**src/rtl/alu_sequencer_pkg.sv**
```systemverilog
// Shared opcode constants, opcode enum and sequencer state type for the ALU sequencer.
package alu_sequencer_pkg;

  localparam logic [2:0] kADD     = 3'b000;
  localparam logic [2:0] kLSH     = 3'b001;
  localparam logic [2:0] kRSH     = 3'b010;
  localparam logic [2:0] kXOR     = 3'b011;
  localparam logic [2:0] kAND     = 3'b100;
  localparam logic [2:0] kSUB     = 3'b101;
  localparam logic [2:0] kCLR     = 3'b110;
  localparam logic [2:0] kILLEGAL = 3'b111;

  typedef enum logic [2:0] {
    OP_ADD = kADD,
    OP_LSH = kLSH,
    OP_RSH = kRSH,
    OP_XOR = kXOR,
    OP_AND = kAND,
    OP_SUB = kSUB,
    OP_CLR = kCLR,
    OP_ILL = kILLEGAL
  } op_name;

  typedef enum logic [1:0] {
    IDLE,
    EXEC,
    SHIFT,
    DONE
  } seq_state_t;

  function automatic logic isShift(input op_name op);
    return (op == OP_LSH) || (op == OP_RSH);
  endfunction

endpackage

```
**src/rtl/alu_sequencer_alu.sv**
```systemverilog
// Combinational ALU: arithmetic/logic ops and single-bit shifts; shifts report the bit pushed out.
module alu_sequencer_alu
  import alu_sequencer_pkg::*;
#(
  parameter int W = 8
) (
  input  op_name       op,
  input  logic [W-1:0] a,
  input  logic [W-1:0] b,
  output logic [W-1:0] result,
  output logic         carry
);

  always_comb begin
    // NOTE: default every output first so no path through the case can infer a latch.
    result = '0;
    carry  = 1'b0;
    case (op)
      OP_ADD: {carry, result} = {1'b0, a} + {1'b0, b};
      OP_SUB: begin
        result = a - b;
        carry  = (a < b);
      end
      OP_LSH: begin
        result = {a[W-2:0], 1'b0};
        carry  = a[W-1];
      end
      OP_RSH: begin
        result = {1'b0, a[W-1:1]};
        carry  = a[0];
      end
      OP_XOR: result = a ^ b;
      OP_AND: result = a & b;
      OP_CLR: result = '0;
      OP_ILL: result = '0;
    endcase
  end

endmodule

```
**src/rtl/alu_sequencer.sv**
```systemverilog
// Single-command ALU sequencer: accepts one command, executes it (multi-cycle for shifts),
// then holds the response until the consumer takes it.
module alu_sequencer
  import alu_sequencer_pkg::*;
#(
  parameter int W     = 8,
  parameter int CNT_W = 3
) (
  input  logic             clk,
  input  logic             rst_n,
  input  logic             cmd_valid,
  output logic             cmd_ready,
  input  logic [2:0]       cmd_op,
  input  logic [W-1:0]     cmd_a,
  input  logic [W-1:0]     cmd_b,
  input  logic [CNT_W-1:0] cmd_cnt,
  output logic             rsp_valid,
  input  logic             rsp_ready,
  output logic [W-1:0]     rsp_data,
  output logic             rsp_carry,
  output logic             rsp_zero,
  output logic             rsp_err,
  output logic             busy
);

  seq_state_t       stateQ;
  op_name           opQ;
  logic [W-1:0]     workQ;
  logic [W-1:0]     operandBQ;
  logic [CNT_W-1:0] cntQ;
  logic             carryQ;
  logic             rspValidQ;
  logic [W-1:0]     rspDataQ;
  logic             rspCarryQ;
  logic             rspZeroQ;
  logic             rspErrQ;

  logic [W-1:0]     aluResult;
  logic             aluCarry;
  op_name           cmdOp;

  assign cmdOp = op_name'(cmd_op);

  alu_sequencer_alu #(.W(W)) alu (
    .op     (opQ),
    .a      (workQ),
    .b      (operandBQ),
    .result (aluResult),
    .carry  (aluCarry)
  );

  always_ff @(posedge clk or negedge rst_n) begin
    if (!rst_n) begin
      stateQ    <= IDLE;
      opQ       <= OP_ADD;
      workQ     <= '0;
      operandBQ <= '0;
      cntQ      <= '0;
      carryQ    <= 1'b0;
      rspValidQ <= 1'b0;
      rspDataQ  <= '0;
      rspCarryQ <= 1'b0;
      rspZeroQ  <= 1'b1;
      rspErrQ   <= 1'b0;
    end else begin
      // NOTE: all state uses non-blocking assignments so every register samples pre-edge values.
      case (stateQ)
        IDLE: begin
          if (cmd_valid && cmd_ready) begin
            opQ       <= cmdOp;
            workQ     <= cmd_a;
            operandBQ <= cmd_b;
            cntQ      <= cmd_cnt;
            carryQ    <= 1'b0;
            stateQ    <= (isShift(cmdOp) && (cmd_cnt != '0)) ? SHIFT : EXEC;
          end
        end
        EXEC: begin
          // A zero-count shift passes operand A through with carry cleared.
          if (!isShift(opQ)) begin
            workQ  <= aluResult;
            carryQ <= aluCarry;
          end
          stateQ <= DONE;
        end
        SHIFT: begin
          workQ  <= aluResult;
          carryQ <= aluCarry;
          cntQ   <= cntQ - CNT_W'(1);
          if (cntQ == CNT_W'(1)) stateQ <= DONE;
        end
        DONE: begin
          // First DONE cycle publishes the result; it then stays frozen until taken.
          if (!rspValidQ) begin
            rspValidQ <= 1'b1;
            rspDataQ  <= workQ;
            rspCarryQ <= carryQ;
            rspZeroQ  <= (workQ == '0);
            rspErrQ   <= (opQ == OP_ILL);
          end else if (rsp_ready) begin
            rspValidQ <= 1'b0;
            stateQ    <= IDLE;
          end
        end
        default: stateQ <= IDLE;
      endcase
    end
  end

  assign cmd_ready = (stateQ == IDLE);
  assign busy      = (stateQ != IDLE);
  assign rsp_valid = rspValidQ;
  assign rsp_data  = rspDataQ;
  assign rsp_carry = rspCarryQ;
  assign rsp_zero  = rspZeroQ;
  assign rsp_err   = rspErrQ;

endmodule

```
**config.mk**
```make
export PLATFORM = sky130hd
export DESIGN_NAME = alu_sequencer
export DESIGN_NICKNAME = d
export VERILOG_FILES = /design/src/rtl/alu_sequencer_pkg.sv /design/src/rtl/alu_sequencer_alu.sv /design/src/rtl/alu_sequencer.sv
export SDC_FILE = /design/constraint.sdc
export NUM_CORES = 1
export LEC_CHECK = 0
export ABC_AREA = 1
export CAP_MARGIN = 20
export CORE_ASPECT_RATIO = 2
export CORE_MARGIN = 2
export CORE_UTILIZATION = 55
export DETAILED_ROUTE_END_ITERATION = 6
export GPL_TIMING_DRIVEN = 0
export PLACE_DENSITY = 0.81
export SETUP_SLACK_MARGIN = 0.5
export SLEW_MARGIN = 20
export SYNTH_ARGS = -nofsm -noshare
export SYNTH_HDL_FRONTEND = slang
export SYNTH_SLANG_ARGS = --single-unit
```
**constraint.sdc**
```tcl
create_clock -name clk -period 2.4 [get_ports clk]
set_input_delay 0.48 -clock clk [delete_from_list [all_inputs] [get_ports clk]]
set_output_delay 0.48 -clock clk [all_outputs]
set_load 0.01 [all_outputs]
```
======== Yosys cells after proc, flatten, opt, wreduce, memory -nomap -nowiden ========
Cells that the tools add are included.
storage, ports and cells
  register bits after elaboration ......... 37
cells by class
  multiplexer cells ....................... 18
  equality and inequality tests ........... 18
  bitwise operators ....................... 3
  $add $sub $neg .......................... 3
  order comparisons ....................... 1
  reduce and logical (&&, ||, !) cells .... 17
operator list
  cell                                           count
  one-hot mux 8 bit (7 select lines)             1
  one-hot mux 8 bit (3 select lines)             1
  2-to-1 mux 8 bit                               2
  == test 3 bit, second input constant           4
  2-to-1 mux 2 bit                               5
  adder 8 x 8 -> 9 bit                           1
  == test 3 x 1 -> 1 bit, second input constant  3
  == test 3 x 2 -> 1 bit, second input constant  3
  AND 8 bit                                      1
  logical NOT 8 bit                              1
  less-than comparator 8 bit                     1
  != test 2 bit, second input constant           4
  one-hot mux 2 bit (4 select lines)             1
  subtractor 8 bit                               1
  XOR 8 bit                                      1
  one-hot mux 3 bit (2 select lines)             1
  AND reduction 2 bit                            3
  nonzero test 3 bit                             2
  == test 2 bit, second input constant           2
  2-to-1 mux 1 bit                               4
  one-hot mux 1 bit (4 select lines)             1
  AND reduction 4 bit                            1
  nonzero test 2 bit                             2
  logical NOT 3 bit                              1
  11 further kinds                               13

======== Logic depth before layout (Yosys ltp) ========
  word-level depth ........................ 6
  mapped depth ............................ 15

======== Hierarchy ========
From an unflattened synthesis, not the netlist that was laid out.
unflattened totals
  cells, all modules ...................... 419
  area total of the unflattened synthesis .. 2930.3 um^2
modules (own cells, without submodules)
  module             times used  area an instance (um^2)  cells each
  alu_sequencer      1           1819.2                   212
  alu_sequencer_alu  1           1111.1                   207

======== Least setup slack after synthesis ========
No wires, ideal clock.
  kind .................................... register to register
  start ................................... register workQ[0]
  end ..................................... register carryQ
  library setup time ...................... 0.116 ns
  path slack .............................. 0.609 ns
  buffers on the path ..................... 0
  clock period less this slack ............ 1.791 ns
  arrival time ............................ 1.675 ns
  cell stages (with the launch flop) ...... 16
  cells stage by stage .................... dfrtp_1 -> inv_1 -> ha_1 -> fa_1 -> inv_1 -> nand2_1 -> nand2_1 -> nand3_1 -> nand2_1 -> nand2_1 -> nand2_1 -> nand2_1 -> nand2_1 -> nand3b_1 -> nand2_1 -> nand2_1
on the way
  cells in the longest elaborated chain, start to end .. 4
  elaborated cells between the ends (all ways) .. 5
ends and longest elaborated chain
  element                                                                    line                                              text
  start: declaration                                                         alu_sequencer.sv:28                               logic [W-1:0] workQ;
  start signal: assignment                                                   alu_sequencer.sv:71                               workQ <= cmd_a;
  start signal: assignment                                                   alu_sequencer.sv:81                               workQ <= aluResult;
  start signal: assignment                                                   alu_sequencer.sv:87                               workQ <= aluResult;
  adder 8 x 8 -> 9 bit / less-than comparator 8 bit (equally long branches)  alu_sequencer_alu.sv:19, alu_sequencer_alu.sv:22
  one-hot mux 1 bit (4 select lines) *                                       alu_sequencer_alu.sv:18                           case (op)
  2-to-1 mux 1 bit                                                           alu_sequencer.sv:80                               if (!isShift(opQ)) begin
  one-hot mux 1 bit (3 select lines) *                                       alu_sequencer.sv:67                               case (stateQ)
  end signal: assignment                                                     alu_sequencer.sv:82                               carryQ <= aluCarry;
  end signal: assignment                                                     alu_sequencer.sv:88                               carryQ <= aluCarry;
  end: declaration                                                           alu_sequencer.sv:31                               logic carryQ;
Mark *: on every way between the ends. The rest lies on a longest branch, timed or not. The select of a mux whose other input is x is not followed.
A chain may end at the register's enable or synchronous reset.

======== Worst setup path after layout ========
  start ................................... register operandBQ[0]
  end ..................................... register carryQ
on the way
  cells in the longest elaborated chain, start to end .. 4
  elaborated cells between the ends (all ways) .. 5
ends and longest elaborated chain
  element                                                                    line                                              text
  start: declaration                                                         alu_sequencer.sv:29                               logic [W-1:0] operandBQ;
  start signal: assignment                                                   alu_sequencer.sv:72                               operandBQ <= cmd_b;
  adder 8 x 8 -> 9 bit / less-than comparator 8 bit (equally long branches)  alu_sequencer_alu.sv:19, alu_sequencer_alu.sv:22
  one-hot mux 1 bit (4 select lines) *                                       alu_sequencer_alu.sv:18
  2-to-1 mux 1 bit                                                           alu_sequencer.sv:80
  one-hot mux 1 bit (3 select lines) *                                       alu_sequencer.sv:67
Marked as above.

==> out/qor.yml <==
synth_cell_type_count: 34
fp.dieH_um: 103.6
pwr-share-clk_pct: 8.9
rows: 36
cts_tree: "done"
synth_nets: 436
netlist_area_um2: 2730
seq_power_share_pct: 19.6
dieArea_um2: 5578
tightest_slew_ps: 559.3
p_sw_mw: 3.263
fin_worst_skew_ps: 3.867
ff2ff_setup_slack_ps: 420
power.internal_mw: 2.997
antenna_found_initial: 0
synth_top_cell_area_share_pct: 33.00
dp_hpwl_um: 6053
cp-endpoint: "carryQ"
comb_power_share_pct: 71.5
slew_headroom_pct: 62.24
wl_um: 8599
r2r_cells: 13
syn_inst: 385
clock-root-buffer: "clkbuf_8"
firstDrtPassIters: 5
ys_seq_elements: 37
finalSetupTns_ps: 0
fin_crit_sh_pct: 82.53
min_period_ps: 1981
r2r_end: "carryQ"
io_buffers: 39
maxCapViolCount: 0
hold_path_class: "primary input to asynchronous set/reset pin"
power_density_nw_per_um2: 1725
num_vias: 3028
cp-start-kind: "register"
path_class: "register to register"
switching_share_pct: 52.12
grt_max_degree: 31
grt_pass1_vias: 3006
cts-buffers-inserted: 5
cts_buffer_depth: 2
diodes: 0
grt_pass1_wl_um: 13240
drcViolationCount: 0
start_util_pct: 56.65
synthFlopType: "dfrtp_1"
h-tree-depth: 2
synthTopCellsByCount: "nand2_1, inv_1, dfrtp_1"
fmax_mhz: 504.9
grt_overflow: 0
yosysMostFrequentCell: "nand2_1"
ir_drop_mv: 1.043
path_max_fanout: 3
die_w_um: 53.82
yosysTopAreaCell: "dfrtp_1"
yosysSeqAreaShare_pct: 33.96
area_delta_synth_final_pct: 32.95
cts.clk_slew.worst_paths_ps: 80
async_flop_share_pct: 100.0
setup_viol: 0
cp.arrival_ps: 2220
reg2reg_from: "operandBQ[0]"
final_util_pct: 75.31
postRouteAntennaNets: 0
rsz0062_at_grt: "yes"
nets: 500
via_per_inst: 5.972
yosysWarningCount: 0
synthTopCellsByArea: "dfrtp_1, nand2_1, ha_1"
globalplace.congestion: 0.9532
finalPower_mw: 6.261
hold_viol_final: 0
crit_path_start: "operandBQ[0]"
drv_slew: 0
routedWlPerCell_um: 16.96
p_leak_nw: 1.746
cts.sinks: 37
grt_usage_pct: 32.09
syn_area_per_cell_um2: 7.091
synth_edf_count: 0
status: "finished, final reports clean"
cp-end-kind: "register"
ctsHoldBuffers: 0
layout-drive-gt1-share_pct: 19.78
drt_iter0_markers: 127
crit_required_ps: 2640
io_pins: 40
clock_latency_ps: 300
coreArea_um2: 4820
==> metal layers <==
layer / GRT usage, % / routed length, um / vias to the layer above
met1: 31.63 / 2969 / 1409
met4: 23.26 / 637 / 0
met5: 0 / 0 / -
li1: - / - / 1389
met3: 8.213 / 489 / 63
met2: 53.66 / 4503 / 167
==> per-stage QoR <==
step	hold WS, ps	std cells	worst slack [ps]	cell area (um^2)
6_report	35.28	507	419.3	3630
5_1_grt	38.12	507	315.9	3630
4_1_cts	26.77	495	491.0	3403
3_5_place_dp	346.0	482	129.1	3207
3_3_place_gp	457.4	481	4.952	3192
2_1_floorplan	184.4	385	608.5	2730
==> layout make-up <==
class / instances / area [um^2]
clock inverters: 3 / 46.29
well taps: 57 / 71.32
plain buffers: 6 / 33.78
flip-flops and latches: 37 / 932.1
repair buffers: 57 / 546.8
multi-input cells: 283 / 1705
clock buffers: 5 / 68.82
fillers: 371 / 1190
inverters: 59 / 225.2
==> cells in the final DEF (no fill, tap or decap), drive strengths merged, types with 2 or more instances in the layout <==
master	synthesis	final
nand2	102	102
inv	58	58
o21ai	38	38
clkdlybuf4s50	0	36
dfrtp	36	36
nor2	34	34
nand3	26	26
ha	23	23
buf	3	22
a21oi	20	20
nand4	10	10
o22ai	9	9
clkbuf	3	8
nor3	5	5
o211ai	2	2
clkinvlp	0	2
a22oi	2	2
fa	2	2
dlygate4sd2	0	2
==> what timing repair did <==
item / 4_1_cts / 5_1_grt
buffers inserted: 5 / 12
hold endpoints to repair: 0 / 0
endpoints found under the setup margin: 18 / 17
gates resized for setup: 19 / 44
gates cloned: 0 / 0
pin swaps: 3 / 22
==> registers in the layout, summed over array words and instances (netlist names) <==
name,count
rsp_valid,1
workQ,8
carryQ,1
rsp_err,1
rsp_data,8
cntQ,3
rsp_zero,1
opQ,3
rsp_carry,1
stateQ,2
operandBQ,8
==> power by group through the flow <==
stage	logic, mW	registers [mW]	clock network, mW
finish	4.48	1.23	0.555
global route	4.93	1.26	0.587
CTS	3.72	1.22	0.563
detailed placement	3.50	1.23	0
global placement	3.42	1.21	0
floorplan	2.47	1.19	0
==> how the worst min path moves through the flow <==
| stage | endpoint | cells after the start | startpoint | slack (ps) |
|---|---|---|---|---|
| floorplan | carryQ | 0 | rst_n | 180 |
| global placement | rsp_carry | 2 | rsp_carry | 460 |
| detailed placement | cntQ[1] | 1 | rst_n | 350 |
| CTS | cntQ[1] | 1 | rst_n | 30 |
| global route | cntQ[1] | 1 | rst_n | 40 |
| finish | workQ[2] | 1 | rst_n | 40 |
==> cell families (layout without fill, tap and decap cells) <==
kind of cell               after synthesis  in the layout  share of synthesized area [%]
buffers and inverters                   65            130                          9.074
xor gates and xnor gates                 1              1                         0.3209
and+or+nand+nor                        180            180                          29.01
DFF                                     37             37                          33.96
AOI/OAI and AO/OA                       77             77                          15.63
adders and majority gates               25             25                          12.01
==> worst max-delay path, cell delays in order, from the launching register on <==
cell      delay, ps
dfrtp_2         430
buf_12          120
ha_4            140
inv_2            50
fa_2            400
inv_2           100
nand3_2          90
nand2_2         110
nand4_1         100
nand2_1          80
nand2_1          50
nand3b_1        110
nand2_1          70
nand2_1          60
(Power assumes the default switching activity.)
